`config.mk`:
```
export PLATFORM = sky130hd
export DESIGN_NAME = buffer_filler
export DESIGN_NICKNAME = d
export VERILOG_FILES = /design/src/rtl/buffer_pkg.sv /design/src/rtl/fill_data_gen.sv /design/src/rtl/buffer_filler.sv
export SDC_FILE = /design/constraint.sdc
export NUM_CORES = 1
export LEC_CHECK = 0
export BUFFER_PORTS_ARGS = -buffer_cell sky130_fd_sc_hd__clkbuf_2
export CORE_AREA = 2 2 92 94
export DETAILED_ROUTE_END_ITERATION = 6
export DIE_AREA = 0 0 94 96
export PLACE_DENSITY = 0.81
export SETUP_SLACK_MARGIN = 0.15
export SLEW_MARGIN = 40
export SYNTH_ARGS = -nofsm -noshare
export SYNTH_HDL_FRONTEND = slang
export SYNTH_SLANG_ARGS = --single-unit
export TNS_END_PERCENT = 50
```
`constraint.sdc`:
```
create_clock -name clock -period 2.9 [get_ports clock]
set_clock_uncertainty 0.1 [all_clocks]
set_input_delay 0.29 -clock clock [delete_from_list [all_inputs] [get_ports clock]]
set_output_delay 0.29 -clock clock [all_outputs]
set_load 0.05 [all_outputs]
```
`src/rtl/buffer_pkg.sv`:
```
// buffer_pkg: geometry and filler state encoding shared by the ping-pong buffer producer.
`default_nettype none

package buffer_pkg;

  localparam int BUF_ADDR_W = 8;
  localparam int BUF_DATA_W = 32;
  localparam int HALF_WORDS = 128;

  localparam logic [BUF_ADDR_W-1:0] LOWER_BASE = 8'h00;
  localparam logic [BUF_ADDR_W-1:0] UPPER_BASE = 8'h80;

  typedef enum logic [1:0] {
    BOOT_WAIT = 2'd0,
    BOOT_FILL = 2'd1,
    IDLE      = 2'd2,
    FILL      = 2'd3
  } filler_state_e;

endpackage

`default_nettype wire

```
`src/rtl/fill_data_gen.sv`:
```
// fill_data_gen: word source for buffer fills, advances once per write.
// Build option FILLER_DATA_LFSR_EN selects a Galois LFSR instead of a counter.
`default_nettype none

module fill_data_gen
  import buffer_pkg::*;
#(
  parameter logic [BUF_DATA_W-1:0] SEED = 32'h0000_0001
) (
  input  logic                  clk,
  input  logic                  rst_n,
  input  logic                  step,
  output logic [BUF_DATA_W-1:0] value
);

`ifdef FILLER_DATA_LFSR_EN
  // x^32+x^22+x^2+x+1, right-shifting Galois form; an all-zero state would lock up
  localparam logic [BUF_DATA_W-1:0] TAPS  = 32'h8020_0003;
  localparam logic [BUF_DATA_W-1:0] START = (SEED == '0) ? 32'h0000_0001 : SEED;

  always_ff @(posedge clk or negedge rst_n) begin
    if (!rst_n)
      value <= START;
    else if (step)
      value <= {1'b0, value[BUF_DATA_W-1:1]} ^ (value[0] ? TAPS : '0);
  end
`else
  always_ff @(posedge clk or negedge rst_n) begin
    if (!rst_n)
      value <= SEED;
    else if (step)
      value <= value + 1'b1;
  end
`endif

endmodule

`default_nettype wire

```
`src/rtl/buffer_filler.sv`:
```
// buffer_filler: producer for the 256x32 ping-pong buffer; boot-fills the lower half,
// then refills the idle half on each consumer request. Data option: FILLER_DATA_LFSR_EN.
`default_nettype none

module buffer_filler
  import buffer_pkg::*;
#(
  parameter int                    BOOT_DELAY = 16,
  parameter int                    WRITE_GAP  = 1,
  parameter logic [BUF_DATA_W-1:0] DATA_SEED  = 32'h0000_0001
) (
  input  logic                  clock,
  input  logic                  resetN,
  input  logic                  fillBuffer,
  output logic                  msgToFillBufferWasReceived,
  output logic                  fillingFirstPosition,
  output logic                  fillingFinalPosition,
  output logic                  componentTofillBufferIsBotting,
  output logic [BUF_ADDR_W-1:0] wrAddress,
  output logic [BUF_DATA_W-1:0] wrData,
  output logic                  wrEnable,
  output logic                  overrun,
  output logic [15:0]           fillsDone
);

  localparam int DLY_W = (BOOT_DELAY > 1) ? $clog2(BOOT_DELAY) : 1;
  localparam int GAP_W = (WRITE_GAP > 0) ? $clog2(WRITE_GAP + 1) : 1;
  localparam logic [6:0] LAST_OFS = 7'(HALF_WORDS - 1);

  filler_state_e         state, state_next;
  logic [DLY_W-1:0]      delay_cnt;
  logic [GAP_W-1:0]      gap_cnt;
  logic [6:0]            wr_offset;
  logic                  next_upper;
  logic                  enter_fill, start_fill, write_now, fill_end, last_written;
  logic [BUF_DATA_W-1:0] gen_value;

  assign last_written = wrEnable && (wrAddress[6:0] == LAST_OFS);

  always_ff @(posedge clock or negedge resetN) begin
    if (!resetN) state <= BOOT_WAIT;
    else         state <= state_next;
  end

  always_comb begin
    state_next = state;
    enter_fill = 1'b0;
    start_fill = 1'b0;
    write_now  = 1'b0;
    fill_end   = 1'b0;
    unique case (state)
      BOOT_WAIT: begin
        if (delay_cnt == DLY_W'(BOOT_DELAY - 1)) begin
          state_next = BOOT_FILL;
          enter_fill = 1'b1;
        end
      end
      BOOT_FILL, FILL: begin
        if (last_written) begin
          state_next = IDLE;
          fill_end   = 1'b1;
        end else if (gap_cnt == '0) begin
          write_now = 1'b1;
        end
      end
      IDLE: begin
        // a still-high ack means the consumer has not yet withdrawn the request just served
        if (fillBuffer && !msgToFillBufferWasReceived) begin
          state_next = FILL;
          start_fill = 1'b1;
          enter_fill = 1'b1;
        end
      end
      default: state_next = BOOT_WAIT;
    endcase
  end

  always_ff @(posedge clock or negedge resetN) begin
    if (!resetN) begin
      delay_cnt                      <= '0;
      gap_cnt                        <= '0;
      wr_offset                      <= '0;
      next_upper                     <= 1'b1;
      msgToFillBufferWasReceived     <= 1'b0;
      fillingFirstPosition           <= 1'b0;
      fillingFinalPosition           <= 1'b0;
      componentTofillBufferIsBotting <= 1'b1;
      wrAddress                      <= '0;
      wrData                         <= '0;
      wrEnable                       <= 1'b0;
      overrun                        <= 1'b0;
      fillsDone                      <= '0;
    end else begin
      wrEnable <= write_now;
      if (state == BOOT_WAIT)
        delay_cnt <= delay_cnt + 1'b1;

      if (enter_fill) begin
        gap_cnt              <= '0;
        wr_offset            <= '0;
        fillingFirstPosition <= !start_fill || !next_upper;
        fillingFinalPosition <= start_fill && next_upper;
      end else if (write_now) begin
        wrAddress <= (fillingFinalPosition ? UPPER_BASE : LOWER_BASE) | {1'b0, wr_offset};
        wrData    <= gen_value;
        wr_offset <= wr_offset + 1'b1;
        gap_cnt   <= GAP_W'(WRITE_GAP);
      end else if (gap_cnt != '0) begin
        gap_cnt <= gap_cnt - 1'b1;
      end

      // the half just written becomes the busy one; the other is served next
      if (fill_end) begin
        next_upper                     <= fillingFirstPosition;
        fillingFirstPosition           <= 1'b0;
        fillingFinalPosition           <= 1'b0;
        componentTofillBufferIsBotting <= 1'b0;
        fillsDone                      <= fillsDone + 1'b1;
      end

      if (start_fill)
        msgToFillBufferWasReceived <= 1'b1;
      else if (!fillBuffer)
        msgToFillBufferWasReceived <= 1'b0;

      if (state == FILL && fillBuffer && !msgToFillBufferWasReceived)
        overrun <= 1'b1;
    end
  end

  fill_data_gen #(
    .SEED (DATA_SEED)
  ) u_gen (
    .clk   (clock),
    .rst_n (resetN),
    .step  (write_now),
    .value (gen_value)
  );

endmodule

`default_nettype wire

```
==> impl_metrics.tcl <==
set metrics [dict create \
    end_kind "register" \
    dieArea_um2 9020 \
    final.setup.tns_ns 0 \
    clkLatencyLatePin_ns 0.37 \
    core-area_um2 8050 \
    p_comb_share_pct 1.4 \
    worst-path-buf-inv 0 \
    cp.arrival_ns 2.51 \
    fin_crit_sh_pct 80.0 \
    synth.most_common_cell "nand2_1" \
    cts_max_level 3 \
    fp.dieW_um 94 \
    grt_pass1_wl_um 15100 \
    ant_nets 0 \
    synth_top_area_share_pct 56.9 \
    finalWorstSetupSlack_ns 0.580 \
    vdd_drop_max_uv 295 \
    clk_pin_slew_ns 0.10 \
    worst_path_dominant_cell_family "simple AND/OR/NAND/NOR gates" \
    synth_cell_types 39 \
    crit_chain "ha_1 -> nand4_1 -> or4_1 -> nor4_4 -> xor2_1" \
    drt_wl_total_um 9000 \
    status "completed" \
    critPathLaunchType "register" \
    overflow 0 \
    yosys-top-cells-area "dfrtp_1 (57%), nand2_1 (11%), xnor2_1 (5.4%), xor2_1 (3.8%), nand3_1 (2.1%)" \
    nets 518 \
    p_switching_mw 0.517 \
    numPlacedInstances 604 \
    hold_viol_final 0 \
    track_usage_pct 21.4 \
    syn2layout_area_growth_pct 13.6 \
    cts_tree "yes" \
    design_area_um2 5300 \
    die_h_um 96 \
    antenna_found_initial 0 \
    yosys_register_bits 109 \
    swShare_pct 21.0 \
    synthTopCellsByCount "nand2_1 (137), dfrtp_1 (106), xnor2_1 (29)" \
    critPathKind "register to register" \
    dp_hpwl_um 6290 \
    synth_edf_count 0 \
    crit_path_start "u_gen.value[0]" \
    syn_inst 445 \
    drv_slew 0 \
    cts_buffer_depth 2 \
    syn_area_um2 4660 \
    timing.final.crit_period_ns 2.32 \
    synth_area_leader_cell "dfrtp_1" \
    relSlewSlack_pct 51.1 \
    root_buffer "clkbuf_8" \
    finalPower_mw 2.46 \
    maxCapViolCount 0 \
    grt_max_degree 110 \
    grt_pass1_vias 3164 \
    num_vias 3354 \
    start_util_pct 57.9 \
    finalSetupViolCount 0 \
    p_per_area_nw_per_um2 465 \
    slowest_stage "or4_1" \
    hp-class "primary input to register" \
    cts_sinks 109 \
    syn_area_per_cell_um2 10.5 \
    worstPathRequired_ns 3.09 \
    port_buffers 64 \
    rows 33 \
    diodes 0 \
    drt-pass1-iter-count 4 \
    async_flop_share_pct 100 \
    place_area_um2 5090 \
    rsz0062_at_grt "no" \
    detail_route.wl_per_cell_um 14.5 \
    yosys_warnings 0 \
    drive_above_1_share_pct 19.2 \
    place_congestion 0.814 \
    timing.rr.start "u_gen.value[0]" \
    clockPowerShare_pct 37.0 \
    crit_path_max_fanout 7 \
    p_int_mw 1.95 \
    ioPinCount 65 \
    via_per_inst 5.40 \
    ys.flop_type "dfrtp_1" \
    drtIter0Drc 220 \
    ys_seq_area_share_pct 58.6 \
    fin_cells 621 \
    fmax_mhz 431 \
    cts_buffers 9 \
    tightestPinTransition_ns 0.728 \
    seqPwrFrac_pct 61.7 \
    hold_start "fillBuffer" \
    critical_path.max_stage_delay_ns 0.63 \
    drc 0 \
    syn_nets 452 \
    dpl_worst_slack_ns 0.608 \
    cellLeakagePower_nw 2.72 \
]
what timing repair did:
action | in CTS | in global routing
buffers inserted | 0 | 0
hold endpoints to repair | 106 | 0
endpoints found under the setup margin | 0 | 0
gates resized for setup | 0 | 0
hold buffers | 1 | 0
path summary, 6_finish.rpt:
path / depth (start not counted) / slack, ns / to
worst min register to register: 2 / 0.37 / next_upper
worst max register to register: 5 / 0.58 / u_gen.value[28]
worst max-delay path: 5 / 0.58 / u_gen.value[28]
max in group asynchronous: 3 / 1.83 / wrData[31]
worst min-delay path: 2 / 0.07 / msgToFillBufferWasReceived
min in group asynchronous: 3 / 0.43 / wrData[27]
power by group through the flow:
| stage | clock [mW] | sequential (mW) | combinational, mW |
|---|---|---|---|
| 5_1_grt | 0.990 | 1.52 | 0.0404 |
| 4_1_cts | 0.933 | 1.52 | 0.0364 |
| 3_3_place_gp | 0 | 1.55 | 0.0344 |
| 3_5_place_dp | 0 | 1.55 | 0.0353 |
| 2_1_floorplan | 0 | 1.55 | 0.000191 |
| 6_report | 0.910 | 1.52 | 0.0339 |
registers in the layout (all words and copies together), names as in the netlist:
signal,cells
fillingFinalPosition,1
state,2
delay_cnt,4
next_upper,1
componentTofillBufferIsBotting,1
msgToFillBufferWasReceived,1
overrun,1
wr_offset,7
u_gen.value,32
gap_cnt,1
wrAddress,8
fillsDone,16
fillingFirstPosition,1
wrEnable,1
wrData,32
logic make-up (layout without fill, tap and decap cells):
kind of cell | count (synthesis) | after routing | synth area share [%]
XOR/XNOR | 49 | 49 | 9.21
buffers and inverters | 25 | 96 | 2.47
adder cells (fa/ha/maj) | 4 | 4 | 1.07
multiplexers | 2 | 2 | 0.483
flip-flops | 109 | 109 | 58.6
AO/OA/AOI/OAI | 20 | 20 | 2.84
AND/OR/NAND/NOR | 236 | 236 | 25.3
area by class of cell:
cell class                      count  area [um^2]
Multi-Input combinational cell    311         1820
Sequential cell                   109         2730
Clock inverter                      4         47.5
Tap cell                          105          131
Inverter                            9         33.8
Fill cell                         630         2760
Clock buffer                       12          145
Timing Repair Buffer               71          390
per-layer routing:
metal  track usage (%)  part of all wire [%]  vias to the layer above
li1                  -                     -                     1631
met1              28.8                    45                     1633
met2              34.7                    49                       80
met3              2.74                   4.2                       10
met4              10.3                   1.3                        0
met5                 0                     0                        -
per-stage QoR:
step / hold slack (ns) / util, %
3_5_place_dp: 0.325 / 63.3
5_1_grt: 0.0644 / 65.8
2_1_floorplan: -0.106 / -
4_1_cts: 0.0498 / 65.8
3_3_place_gp: 0.304 / 63.3
6_report: 0.0699 / 65.8
layout by cell type, fill, tap and decap left out, types with 6 or more instances in the layout:
cell type and instances:
nor4_1 7, nand2_1 137, clkbuf_2 63, nor2_1 7
xnor2_1 29, inv_1 9, nand3_1 20, dfrtp_1 106
xor2_1 20, and4_1 6, nand4_1 14, clkbuf_8 10
nor3_1 16, buf_4 6
(Power assumes the default switching activity.)
